`config.mk`:
```
export PLATFORM = sky130hd
export DESIGN_NAME = gte3_refclk_ctrl
export DESIGN_NICKNAME = d
export VERILOG_FILES = /design/src/rtl/gte3_refclk_ctrl_pkg.sv /design/src/rtl/gte3_refclk_edge_sync.sv /design/src/rtl/gte3_refclk_ctrl.sv
export SDC_FILE = /design/constraint.sdc
export NUM_CORES = 1
export LEC_CHECK = 0
export BUFFER_PORTS_ARGS = -buffer_cell sky130_fd_sc_hd__buf_2
export CAP_MARGIN = 30
export CORE_ASPECT_RATIO = 1.1
export CORE_UTILIZATION = 36
export CTS_CLUSTER_DIAMETER = 30
export CTS_CLUSTER_SIZE = 14
export DETAILED_ROUTE_END_ITERATION = 10
export HOLD_SLACK_MARGIN = 0.02
export MAX_ROUTING_LAYER = met4
export PLACE_DENSITY = 0.62
export SKIP_CTS_REPAIR_TIMING = 1
export SYNTH_ARGS = -nofsm -noshare
export SYNTH_HDL_FRONTEND = slang
export SYNTH_HIERARCHICAL = 1
export SYNTH_SLANG_ARGS = --single-unit
```
`constraint.sdc`:
```
create_clock -name CLK -period 4.2 [get_ports CLK]
set_input_delay 1.05 -clock CLK [delete_from_list [all_inputs] [get_ports CLK]]
set_output_delay 1.05 -clock CLK [all_outputs]
set_load 0.02 [all_outputs]
```
`src/rtl/gte3_refclk_ctrl_pkg.sv`:
```
// Shared types and helpers for the GTE3 refclk sequencer and monitor.
package gte3_refclk_ctrl_pkg;

    // Sequencer states; this encoding is exported on STATE for debug.
    typedef enum logic [2:0] {
        ST_OFF     = 3'd0,
        ST_STARTUP = 3'd1,
        ST_MEASURE = 3'd2,
        ST_CHECK   = 3'd3,
        ST_LOCKED  = 3'd4,
        ST_RETRY   = 3'd5,
        ST_FAULT   = 3'd6
    } refclk_state_t;

    // Number of bits needed to hold the values 0..value-1, never less than 1.
    function automatic int clog2(input int value);
        int bits;
        bits = 1;
        while ((1 << bits) < value) begin
            bits = bits + 1;
        end
        return bits;
    endfunction

endpackage

```
`src/rtl/gte3_refclk_edge_sync.sv`:
```
// Brings the buffer's ODIV2 output into the system clock domain and turns
// each rising edge into a one-cycle pulse. The pulse is registered, so a
// rising edge sampled by the first flop reaches the counter three cycles later.
module gte3_refclk_edge_sync (
    input  logic clock,
    input  logic reset,
    input  logic async_in,
    output logic edge_pulse
);

    logic sync_meta;
    logic sync_stable;
    logic sync_prev;

    // Two-flop synchronizer, a history flop and a registered rising-edge pulse.
    always_ff @(posedge clock) begin
        if (reset) begin
            sync_meta   <= 1'b0;
            sync_stable <= 1'b0;
            sync_prev   <= 1'b0;
            edge_pulse  <= 1'b0;
        end else begin
            sync_meta   <= async_in;
            sync_stable <= sync_meta;
            sync_prev   <= sync_stable;
            edge_pulse  <= sync_stable & ~sync_prev;
        end
    end

endmodule

```
`src/rtl/gte3_refclk_ctrl.sv`:
```
// Sequencer and frequency monitor for a GTE3 differential refclk buffer.
// Enables the buffer, waits for it to settle, counts ODIV2 edges over fixed
// windows and reports READY while the count stays in range. Failed attempts
// power-cycle the buffer; too many failures latch a sticky FAULT.
module gte3_refclk_ctrl
    import gte3_refclk_ctrl_pkg::*;
#(
    parameter int STARTUP_CYCLES = 1024,
    parameter int WINDOW_CYCLES  = 4096,
    parameter int CNT_W          = 16,
    parameter int CNT_MIN        = 1000,
    parameter int CNT_MAX        = 1100,
    parameter int OFF_CYCLES     = 256,
    parameter int MAX_RETRY      = 3
) (
    input  logic             CLK,
    input  logic             RST,
    input  logic             EN,
    input  logic             ODIV2,
    output logic             CEB,
    output logic             READY,
    output logic             FAULT,
    output logic [CNT_W-1:0] FREQ_COUNT,
    output logic [2:0]       STATE
);

    // One down-counter is shared by the startup wait, the window and the off time.
    localparam int LOAD_MAX_A = (STARTUP_CYCLES > WINDOW_CYCLES) ? STARTUP_CYCLES : WINDOW_CYCLES;
    localparam int LOAD_MAX   = (LOAD_MAX_A > OFF_CYCLES) ? LOAD_MAX_A : OFF_CYCLES;
    localparam int TIMER_W    = clog2(LOAD_MAX);
    localparam int RETRY_W    = clog2(MAX_RETRY + 1);

    localparam logic [TIMER_W-1:0] T_STARTUP = TIMER_W'(STARTUP_CYCLES - 1);
    localparam logic [TIMER_W-1:0] T_WINDOW  = TIMER_W'(WINDOW_CYCLES - 1);
    localparam logic [TIMER_W-1:0] T_OFF     = TIMER_W'(OFF_CYCLES - 1);
    localparam logic [CNT_W-1:0]   CNT_LO    = CNT_W'(CNT_MIN);
    localparam logic [CNT_W-1:0]   CNT_HI    = CNT_W'(CNT_MAX);
    localparam logic [CNT_W-1:0]   CNT_SAT   = '1;
    localparam logic [RETRY_W-1:0] RETRY_LIM = RETRY_W'(MAX_RETRY);

    refclk_state_t       state;
    logic [TIMER_W-1:0]  timer;
    logic [CNT_W-1:0]    edge_cnt;
    logic [CNT_W-1:0]    edge_cnt_inc;
    logic [CNT_W-1:0]    edge_restart;
    logic [RETRY_W-1:0]  retry_cnt;
    logic                edge_pulse;
    logic                timer_done;

    gte3_refclk_edge_sync u_edge_sync (
        .clock      (CLK),
        .reset      (RST),
        .async_in   (ODIV2),
        .edge_pulse (edge_pulse)
    );

    assign timer_done   = (timer == '0);
    assign edge_restart = {{(CNT_W-1){1'b0}}, edge_pulse};
    assign STATE        = state;

    // Saturating edge count; the window-end compare sees the clamped value.
    always_comb begin
        edge_cnt_inc = edge_cnt;
        if (edge_pulse && (edge_cnt != CNT_SAT)) begin
            edge_cnt_inc = edge_cnt + 1'b1;
        end
    end

    function automatic logic in_range(input logic [CNT_W-1:0] count);
        return (count >= CNT_LO) && (count <= CNT_HI);
    endfunction

    // Sequencer: EN low aborts to OFF ahead of any window end, and the retry
    // budget decides between another power cycle and the sticky fault.
    always_ff @(posedge CLK) begin
        if (RST) begin
            state      <= ST_OFF;
            CEB        <= 1'b1;
            READY      <= 1'b0;
            FAULT      <= 1'b0;
            FREQ_COUNT <= '0;
            timer      <= '0;
            edge_cnt   <= '0;
            retry_cnt  <= '0;
        end else if (!EN) begin
            state     <= ST_OFF;
            CEB       <= 1'b1;
            READY     <= 1'b0;
            FAULT     <= 1'b0;
            timer     <= '0;
            edge_cnt  <= '0;
            retry_cnt <= '0;
        end else begin
            case (state)
                ST_OFF: begin
                    state <= ST_STARTUP;
                    CEB   <= 1'b0;
                    timer <= T_STARTUP;
                end
                ST_STARTUP: begin
                    if (timer_done) begin
                        state    <= ST_MEASURE;
                        timer    <= T_WINDOW;
                        edge_cnt <= '0;
                    end else begin
                        timer <= timer - 1'b1;
                    end
                end
                ST_MEASURE: begin
                    if (timer_done) begin
                        state      <= ST_CHECK;
                        FREQ_COUNT <= edge_cnt;
                        edge_cnt   <= edge_restart;
                        timer      <= T_WINDOW;
                    end else begin
                        edge_cnt <= edge_cnt_inc;
                        timer    <= timer - 1'b1;
                    end
                end
                ST_CHECK: begin
                    edge_cnt <= edge_cnt_inc;
                    timer    <= timer - 1'b1;
                    if (in_range(FREQ_COUNT)) begin
                        state     <= ST_LOCKED;
                        READY     <= 1'b1;
                        retry_cnt <= '0;
                    end else if (retry_cnt == RETRY_LIM) begin
                        state <= ST_FAULT;
                        CEB   <= 1'b1;
                        FAULT <= 1'b1;
                    end else begin
                        state     <= ST_RETRY;
                        CEB       <= 1'b1;
                        retry_cnt <= retry_cnt + 1'b1;
                        timer     <= T_OFF;
                    end
                end
                ST_LOCKED: begin
                    if (timer_done) begin
                        FREQ_COUNT <= edge_cnt;
                        edge_cnt   <= edge_restart;
                        timer      <= T_WINDOW;
                        if (!in_range(edge_cnt)) begin
                            READY <= 1'b0;
                            CEB   <= 1'b1;
                            if (retry_cnt == RETRY_LIM) begin
                                state <= ST_FAULT;
                                FAULT <= 1'b1;
                            end else begin
                                state     <= ST_RETRY;
                                retry_cnt <= retry_cnt + 1'b1;
                                timer     <= T_OFF;
                            end
                        end
                    end else begin
                        edge_cnt <= edge_cnt_inc;
                        timer    <= timer - 1'b1;
                    end
                end
                ST_RETRY: begin
                    if (timer_done) begin
                        state <= ST_STARTUP;
                        CEB   <= 1'b0;
                        timer <= T_STARTUP;
                    end else begin
                        timer <= timer - 1'b1;
                    end
                end
                ST_FAULT: begin
                    CEB   <= 1'b1;
                    FAULT <= 1'b1;
                end
                default: begin
                    state <= ST_OFF;
                    CEB   <= 1'b1;
                    READY <= 1'b0;
                end
            endcase
        end
    end

endmodule

```
==> results.txt, run 1 <==
Run status: completed
Cell Area, Placed: 0.00329 mm²
Synth Net Count: 390
Number of setup violations in the final report: 0
Reg-to-reg startpoint: timer[0]
Max-slew headroom: 34.8%
Critical Path RT: 4.44 ns
IO Port Bufs: 25
Die Y: 99.0 µm
Register bit total from synthesis: 56
Routed Antenna Nets: 0
Core box area: 0.00832 mm²
Routed metal-1 wirelength: 3510 µm
HPWL Detailed: 5440 µm
Average cell area after synthesis: 8.06 µm²
Synth top area cells: dfxtp_1 36%, nor2_1 6.6%, mux2i_1 5.2%
Yosys warns: 6
Starting utilization of the core area: 37.0%
Most common cell after layout, fill and taps aside: dfxtp_1
Wire length on met3: 243 µm
Hold slack: 0.416 ns
Clock root buffer: clkbuf_8
Final Cell Area: 0.00339 mm²
Comb power frac: 12.4%
Sequential-to-total area share from yosys stat: 36.4%
Pwr per Cell Area: 293 mW/mm²
Fmax: 0.352 GHz
EDFF count, synth: 0
Diode count: 0
Worst Skew: 0.0178 ns
First-pass GRT wire length: 12800 µm
Final hold violations: 0
Initial antenna violation count: 0
Die area: 0.00893 mm²
Ys flop type: dfxtp_1
Placed cells: 501
DRT iter0 DRCs: 227
WL met2: 3770 µm
Worst Tran Pin Value: 0.976 ns
Total GRT Usage: 18.0%
Share of cells above drive strength 1: 12.1%
Syn Inst Count: 382
Grt total ovfl: 0
DR WL/cell: 14.9 µm
Asr flop ratio synth: 0%
P_leak: 1.26 nW
H-Tree Level Count: 2
Remaining DRCs: 0
Synth unique cells: 57
Area delta synth->final: 9.99%
Top Metal Used: met4
# fillers: 884
CP Max Fanout: 15
Worst min path class: flop to flop
Crit path capture type: flop
Finished Layout Cells: 509
Drt pass-1 iters: 4
Pint: 711 µW
Cell Area, Synth: 0.00308 mm²
R2R setup slack: 1.36 ns
Crit path kind: flop to flop
Drt total wl: 7590 µm
CTS tree: built
Max Root-Sink Buffers: 2
Most frequent cells in the layout: 56 x dfxtp_1, 54 x nor2_1, 26 x nand2_1
Arrival @ worst endpoint: 3.08 ns
Unrepaired setup endpoints after global routing: false
Yosys top cell by area: dfxtp_1
Clock share of power: 31.4%
Switching share of power: 28.5%
CP Launch Type: flop
Worst-path clk slew: 0.11 ns
Die width: 90.2 µm
Core Util, Final: 40.7%
Psw: 283 µW
Routed vias/inst: 5.51
Fin Setup TNS: 0 ns
Rows: 35
Largest net degree at the start of global routing: 31
Vias in the first global route: 2678
GP Congestion: 0.840
Worst VDD drop: 0.137 mV
Critical path startpoint: timer[0]
Max Cap Viol: 0
Worst-Skew Late Latency: 0.32 ns
Vias: 2806
Post-layout minimum cycle time: 2.84 ns
Final Max Slew Viols: 0
Sink Count: 56
Final net count: 405
Cts bufs inserted: 5
Ports: 26
Seq pwr share: 56.2%
Top cell type's share of synthesized area: 36.4%
Hold Startpoint: u_edge_sync/sync_prev
Final Cycle Share: 67.6%
-- synthesized netlist by cell type, drive strengths merged, types with 4 or more instances --
cell     n
nor2    54
nand2b   7
ha       4
nor4    12
and2     5
a21oi   22
buf      6
clkbuf  16
or4      6
inv      9
a31oi    5
o21ai   22
nand3   13
a211oi   8
nand2   26
nor3    15
xnor2   16
nor4b    5
mux2i   16
nor2b    8
dfxtp   56
o21a     4
nor3b    4
-- power groups by stage --
stage                     Sequential [mW]  Clock, mW  Combinational, mW
final                               0.559      0.313              0.123
after global routing                0.561      0.346              0.137
after CTS                           0.559      0.322              0.122
after detailed placement            0.571          0              0.121
after global placement              0.570          0              0.120
after floorplan                     0.566          0             0.0982
-- flip-flops by register name (all words and copies together) (netlist names) --
| signal | cells |
|---|---|
| CEB | 1 |
| FAULT | 1 |
| FREQ_COUNT | 16 |
| READY | 1 |
| STATE | 3 |
| edge_cnt | 16 |
| retry_cnt | 2 |
| timer | 12 |
| u_edge_sync/edge_pulse | 1 |
| u_edge_sync/sync_meta | 1 |
| u_edge_sync/sync_prev | 1 |
| u_edge_sync/sync_stable | 1 |
-- area by class of cell --
cell class                 instances  area (µm²)  share of cell area, %
timing repair buffer              30         163                   4.80
inverter                           9        33.8                  0.997
multi-input combinational        295        1840                   54.2
sequential                        56        1120                   33.1
clock buffer                       5        68.8                   2.03
tap                              111         139                   4.10
clock inverter                     3        26.3                  0.775
-- worst max-delay path, cell delays in order (launching register included) --
cell and delay, ns:
dfxtp_1 0.37, inv_1 0.10, ha_1 0.14, or4b_4 0.49
or4_1 0.76, a22o_1 0.42, and3_1 0.24, nor4_2 0.23
-- metrics by stage --
step,power [mW],setup slack [ns]
6_report,0.994,1.36
5_1_grt,1.04,1.24
4_1_cts,1.00,1.39
3_5_place_dp,0.692,1.40
3_3_place_gp,0.690,1.50
2_1_floorplan,0.664,1.80
-- final timing paths --
path | to | cells past startpoint
setup / recovery | timer[6] | 7
hold / removal | u_edge_sync/edge_pulse | 1
setup reg to reg | timer[6] | 7
hold reg to reg | u_edge_sync/edge_pulse | 1
-- metal layers --
layer  track usage (%)  vias to the layer above
li1                  -                     1419
met1              21.6                     1329
met2              31.0                       50
met3              2.62                        8
met4              5.83                        0
met5                 -                        -
-- cells by family after synthesis --
group                    Yosys count  share of synthesized area (%)
flip-flops                        56                           36.4
buffers and inverters             31                           4.14
AND/OR/NAND/NOR                  173                           30.0
AO/OA/AOI/OAI                     83                           17.3
XOR/XNOR                          19                           5.40
adder cells (fa/ha/maj)            4                           1.62
multiplexers                      16                           5.20
No activity file was read; power rests on OpenSTA's default activity.
==> inputs of run 2 (changes only) <==
PLACE_DENSITY = 0.64   (was 0.62)
clock period = 2.58 ns   (was 4.2 ns; I/O delays follow)
==> run 2 against run 1 <==
Wire length rose by 1.9%. Sequential share of layout area fell by 1.1 points. Non-clock buffer count rose by 15. First-iteration DRC count fell by 27%. Critical path depth rose by 2. Clock skew fell by 0.0075 ns. Setup slack got worse by 1.2 ns. Sequential power rose by 62%. Sequential cell count did not move. Cell area rose by 3.4%. Combinational power rose by 80%. Critical endpoint is now timer[4].
==> results.txt, run 2 (same netlist as run 1, synthesis figures left out) <==
Number of setup violations in the final report: 0 (unchanged)
DR WL/cell: 14.8 µm (was 14.9 µm)
Ports: 26 (unchanged)
Clock root buffer: clkbuf_8 (unchanged)
Cts bufs inserted: 5 (unchanged)
Area delta synth->final: 13.8% (was 9.99%)
Starting utilization of the core area: 37.0% (unchanged)
Die Y: 99.0 µm (unchanged)
CTS tree: built (unchanged)
Largest registers: FREQ_COUNT (16), edge_cnt (16), timer (12) (unchanged)
Pwr per Cell Area: 462 mW/mm² (was 293 mW/mm²)
Routed vias/inst: 5.52 (was 5.51)
Final net count: 420 (was 405)
# fillers: 858 (was 884)
DP Worst Slack: 0.140 ns (was 1.40 ns)
R2R setup slack: 0.14 ns (was 1.36 ns)
Routed Antenna Nets: 0 (unchanged)
Drt pass-1 iters: 8 (was 4)
Final Cycle Share: 94.7% (was 67.6%)
Max Root-Sink Buffers: 2 (unchanged)
Diode count: 0 (unchanged)
DRT iter0 DRCs: 165 (was 227)
Worst Tran Pin Value: 0.576 ns (was 0.976 ns)
Worst min path class: flop to flop (unchanged)
Final Max Slew Viols: 0 (unchanged)
Crit path capture type: flop (unchanged)
Critical Path RT: 2.83 ns (was 4.44 ns)
Fin Setup TNS: 0 ns (unchanged)
Core box area: 0.00832 mm² (unchanged)
Finished Layout Cells: 524 (was 509)
Crit path kind: flop to flop (unchanged)
CP Max Fanout: 10 (was 15)
Rows: 35 (unchanged)
Final Cell Area: 0.00350 mm² (was 0.00339 mm²)
Fmax: 0.409 GHz (was 0.352 GHz)
Die width: 90.2 µm (unchanged)
Worst-Skew Late Latency: 0.32 ns (about the same)
First-pass GRT wire length: 13300 µm (was 12800 µm)
Max Cap Viol: 0 (unchanged)
P_leak: 1.33 nW (was 1.26 nW)
Remaining DRCs: 0 (unchanged)
Die area: 0.00893 mm² (unchanged)
Sequential cell area: 0.00112 mm² (unchanged)
HPWL Detailed: 5690 µm (was 5440 µm)
Hold slack: 0.413 ns (was 0.416 ns)
Arrival @ worst endpoint: 2.69 ns (was 3.08 ns)
Cell Area, Placed: 0.00340 mm² (was 0.00329 mm²)
Post-layout minimum cycle time: 2.44 ns (was 2.84 ns)
Drt total wl: 7740 µm (was 7590 µm)
Largest net degree at the start of global routing: 30 (was 31)
Final hold violations: 0 (unchanged)
H-Tree Level Count: 2 (unchanged)
Worst Skew: 0.0103 ns (was 0.0178 ns)
Sink Count: 56 (unchanged)
Run status: completed (unchanged)
Total GRT Usage: 18.6% (was 18.0%)
GP Congestion: 0.857 (was 0.840)
Vias in the first global route: 2830 (was 2678)
Area occupied by multi-input gates: 0.00184 mm² (about the same)
Worst-path clk slew: 0.10 ns (was 0.11 ns)
Worst VDD drop: 0.301 mV (was 0.137 mV)
IO Port Bufs: 25 (unchanged)
Most frequent cells in the layout: 56 x dfxtp_1, 54 x nor2_1, 26 x nand2_1 (unchanged)
Share of cells above drive strength 1: 15.5% (was 12.1%)
CP Launch Type: flop (unchanged)
Max-slew headroom: 61.3% (was 34.8%)
Grt total ovfl: 0 (unchanged)
Unrepaired setup endpoints after global routing: false (unchanged)
Setup WS post-layout: 0.136 ns (was 1.36 ns)
Vias: 2893 (was 2806)
Initial antenna violation count: 0 (unchanged)
Most common cell after layout, fill and taps aside: dfxtp_1 (unchanged)
Placed cells: 516 (was 501)
## run 2: worst max-delay path, cell delays in order (launching register included)
cell	delay, ns
dfxtp_1	0.36
inv_1	0.09
ha_1	0.14
or4b_4	0.48
or4_1	0.55
buf_4	0.21
nor2_1	0.19
or4_1	0.15
o311ai_1	0.09
a31oi_1	0.14
## run 2: report_power, final
| group | switching [mW] | internal (mW) | leakage [nW] |
|---|---|---|---|
| logic | 0.133 | 0.0892 | 0.833 |
| clock network | 0.302 | 0.194 | 0.0445 |
| registers | 0.0200 | 0.883 | 0.455 |
| total | 0.454 | 1.17 | 1.33 |
## run 2: path summary, 6_finish.rpt
kind	endpoint	depth (start not counted)	start
worst max register to register	timer[4]	9	timer[0]
worst min register to register	u_edge_sync/edge_pulse	1	u_edge_sync/sync_prev
worst max-delay path	timer[4]	9	timer[0]
worst min-delay path	u_edge_sync/edge_pulse	1	u_edge_sync/sync_prev
## run 2: layout make-up
class / count / area share, %
well taps: 111 / 3.96
inverters: 9 / 0.964
flip-flops and latches: 56 / 32.0
multi-input cells: 295 / 52.6
clock inverters: 3 / 0.607
repair buffers: 45 / 7.96
clock buffers: 5 / 1.96
## run 2: stage by stage
| step | util (%) | total power [mW] |
|---|---|---|
| CTS | 42.0 | 1.64 |
| floorplan | - | 1.08 |
| finish | 42.1 | 1.62 |
| global route | 42.1 | 1.70 |
| global placement | 40.9 | 1.14 |
| detailed placement | 40.9 | 1.14 |
## run 2: routing by layer
layer	global-route usage (%)	vias to the layer above	share of wire, %
met5	-	-	0
met3	3.24	9	3.7
li1	-	1443	-
met2	29.4	76	48
met1	23.5	1365	47
met4	7.94	0	1.7
==> inputs of run 3 (changes only) <==
REMOVE_ABC_BUFFERS = 1   (was unset)
==> run 3 against run 2 <==
Non-clock buffer count decreased by 5. Global-route usage decreased by 0.61 points. Clock-buffer cell count increased by 1. Combinational power decreased by 2%. Critical path depth decreased by 1. Cell area decreased by 0.36%.
==> results.txt, run 3 (same netlist as run 1, synthesis figures left out) <==
Run status: completed (unchanged)
Delay-heaviest family, CP: simple AND/OR/NAND/NOR gates (unchanged)
Rows: 35 (unchanged)
Max-slew headroom: 52.2% (was 61.3%)
CP Launch Type: flop (unchanged)
Final net count: 415 (was 420)
Hold EP: u_edge_sync/edge_pulse (unchanged)
H-Tree Level Count: 2 (unchanged)
Post-layout minimum cycle time: 2.47 ns (was 2.44 ns)
Most frequent cells in the layout: 56 x dfxtp_1, 54 x nor2_1, 26 x nand2_1 (unchanged)
Final hold violations: 0 (unchanged)
First-pass GRT wire length: 12800 µm (was 13300 µm)
Crit path capture type: flop (unchanged)
Ports: 26 (unchanged)
Worst path most repeated cell: buf_4 (was or4_1)
R2R depth: 8 (was 9)
Worst Tran Pin Value: 0.715 ns (was 0.576 ns)
Drt total wl: 7590 µm (was 7740 µm)
Final Cycle Share: 95.7% (was 94.7%)
GP Congestion: 0.888 (was 0.857)
Max Root-Sink Buffers: 2 (unchanged)
R2R setup slack: 0.11 ns (was 0.14 ns)
Largest net degree at the start of global routing: 30 (unchanged)
Core box area: 0.00832 mm² (unchanged)
Die Y: 99.0 µm (unchanged)
Sink Count: 56 (unchanged)
Total GRT Usage: 18.0% (was 18.6%)
Worst-path clk slew: 0.10 ns (about the same)
Vias in the first global route: 2697 (was 2830)
Worst stage delay on the critical path: 0.54 ns (was 0.55 ns)
DRT iter0 DRCs: 166 (was 165)
Fmax: 0.405 GHz (was 0.409 GHz)
Final Max Slew Viols: 0 (unchanged)
Hold Startpoint: u_edge_sync/sync_prev (unchanged)
Critical Path RT: 2.76 ns (was 2.83 ns)
Grt total ovfl: 0 (unchanged)
Hold depth: 1 (unchanged)
Routed vias/inst: 5.47 (was 5.52)
CP Max Fanout: 13 (was 10)
Worst min path class: flop to flop (unchanged)
Share of cells above drive strength 1: 14.5% (was 15.5%)
Vias: 2841 (was 2893)
Final Cell Area: 0.00349 mm² (was 0.00350 mm²)
Buf/Inv on CP: 3 (was 2)
Area delta synth->final: 13.4% (was 13.8%)
Cell Area, Placed: 0.00337 mm² (was 0.00340 mm²)
Number of setup violations in the final report: 0 (unchanged)
Slowest cell on crit path: or4_4 (was or4_1)
Worst VDD drop: 0.249 mV (was 0.301 mV)
Crit-path cells: inv_1 -> ha_1 -> or4b_4 -> or4_4 -> buf_4 -> o21ai_1 -> buf_4 -> o32ai_1 (was inv_1 -> ha_1 -> or4b_4 -> or4_1 -> buf_4 -> nor2_1 -> or4_1 -> o311ai_1 -> a31oi_1)
Unrepaired setup endpoints after global routing: false (unchanged)
Clock root buffer: clkbuf_8 (unchanged)
P_leak: 1.32 nW (was 1.33 nW)
Reg-to-Reg End: edge_cnt[0] (was timer[4])
Routed Antenna Nets: 0 (unchanged)
Most common cell after layout, fill and taps aside: dfxtp_1 (unchanged)
DR WL/cell: 14.6 µm (was 14.8 µm)
Pwr per Cell Area: 492 mW/mm² (was 462 mW/mm²)
Hold slack: 0.412 ns (was 0.413 ns)
Max Cap Viol: 0 (unchanged)
Worst Skew: 0.0120 ns (was 0.0103 ns)
Crit path kind: flop to flop (unchanged)
Die area: 0.00893 mm² (unchanged)
CTS tree: built (unchanged)
Starting utilization of the core area: 37.0% (unchanged)
IO Port Bufs: 25 (unchanged)
Remaining DRCs: 0 (unchanged)
Fin Setup TNS: 0 ns (unchanged)
Largest registers: FREQ_COUNT (16), edge_cnt (16), timer (12) (unchanged)
HPWL Detailed: 5430 µm (was 5690 µm)
Reg-to-reg startpoint: timer[0] (unchanged)
Initial antenna violation count: 0 (unchanged)
Drt pass-1 iters: 4 (was 8)
Diode count: 0 (unchanged)
Arrival @ worst endpoint: 2.65 ns (was 2.69 ns)
Die width: 90.2 µm (unchanged)
Cts bufs inserted: 5 (unchanged)
Worst-Skew Late Latency: 0.32 ns (about the same)
==> run 3: worst max path at each step <==
stage	to	slack, ns	startpoint	depth (start not counted)
2_1_floorplan	edge_cnt[0]	-0.05	timer[0]	6
3_3_place_gp	timer[6]	0.12	timer[0]	7
3_5_place_dp	edge_cnt[10]	0.12	timer[0]	8
4_1_cts	edge_cnt[0]	0.07	timer[0]	8
5_1_grt	timer[6]	0.007	FREQ_COUNT[6]	7
6_report	edge_cnt[0]	0.11	timer[0]	8
==> run 3: layer usage <==
metal | vias to the layer above | GRT usage (%) | part of all wire (%) | routed length [µm]
li1 | 1433 | - | - | -
met1 | 1353 | 21.6 | 46 | 3460
met2 | 39 | 30.1 | 49 | 3700
met3 | 16 | 3.01 | 2.9 | 223
met4 | 0 | 7.20 | 2.7 | 208
met5 | - | - | 0 | 0
==> run 3: worst reg2reg max path, delay by kind of cell, from the launching register on <==
| family | cells | cell delay (ns) |
|---|---|---|
| and+or+nand+nor | 2 | 1.03 |
| buffers and inverters | 3 | 0.50 |
| DFF | 1 | 0.35 |
| AOI/OAI and AO/OA | 2 | 0.32 |
| adders and majority gates | 1 | 0.15 |
==> run 3: per-stage QoR <==
stage	std cells	worst slack [ns]	utilization (%)	power, mW
CTS	519	0.0713	41.8	1.72
global placement	511	0.121	40.5	1.13
finish	519	0.110	42.0	1.72
global route	519	0.00724	42.0	1.78
floorplan	360	-0.0486	-	1.07
detailed placement	511	0.122	40.5	1.13
==> run 3: area by class of cell <==
type | instances | area [µm²]
Timing Repair Buffer | 40 | 238
Sequential cell | 56 | 1120
Multi-Input combinational cell | 295 | 1850
Tap cell | 111 | 139
Inverter | 9 | 33.8
Fill cell | 874 | 4830
Clock buffer | 6 | 72.6
Clock inverter | 2 | 38.8
==> run 3: power by group <==
| part | internal, mW | switching [mW] | total [mW] |
|---|---|---|---|
| combinational | 0.0841 | 0.134 | 0.218 |
| clock | 0.294 | 0.299 | 0.593 |
| sequential | 0.883 | 0.0223 | 0.905 |
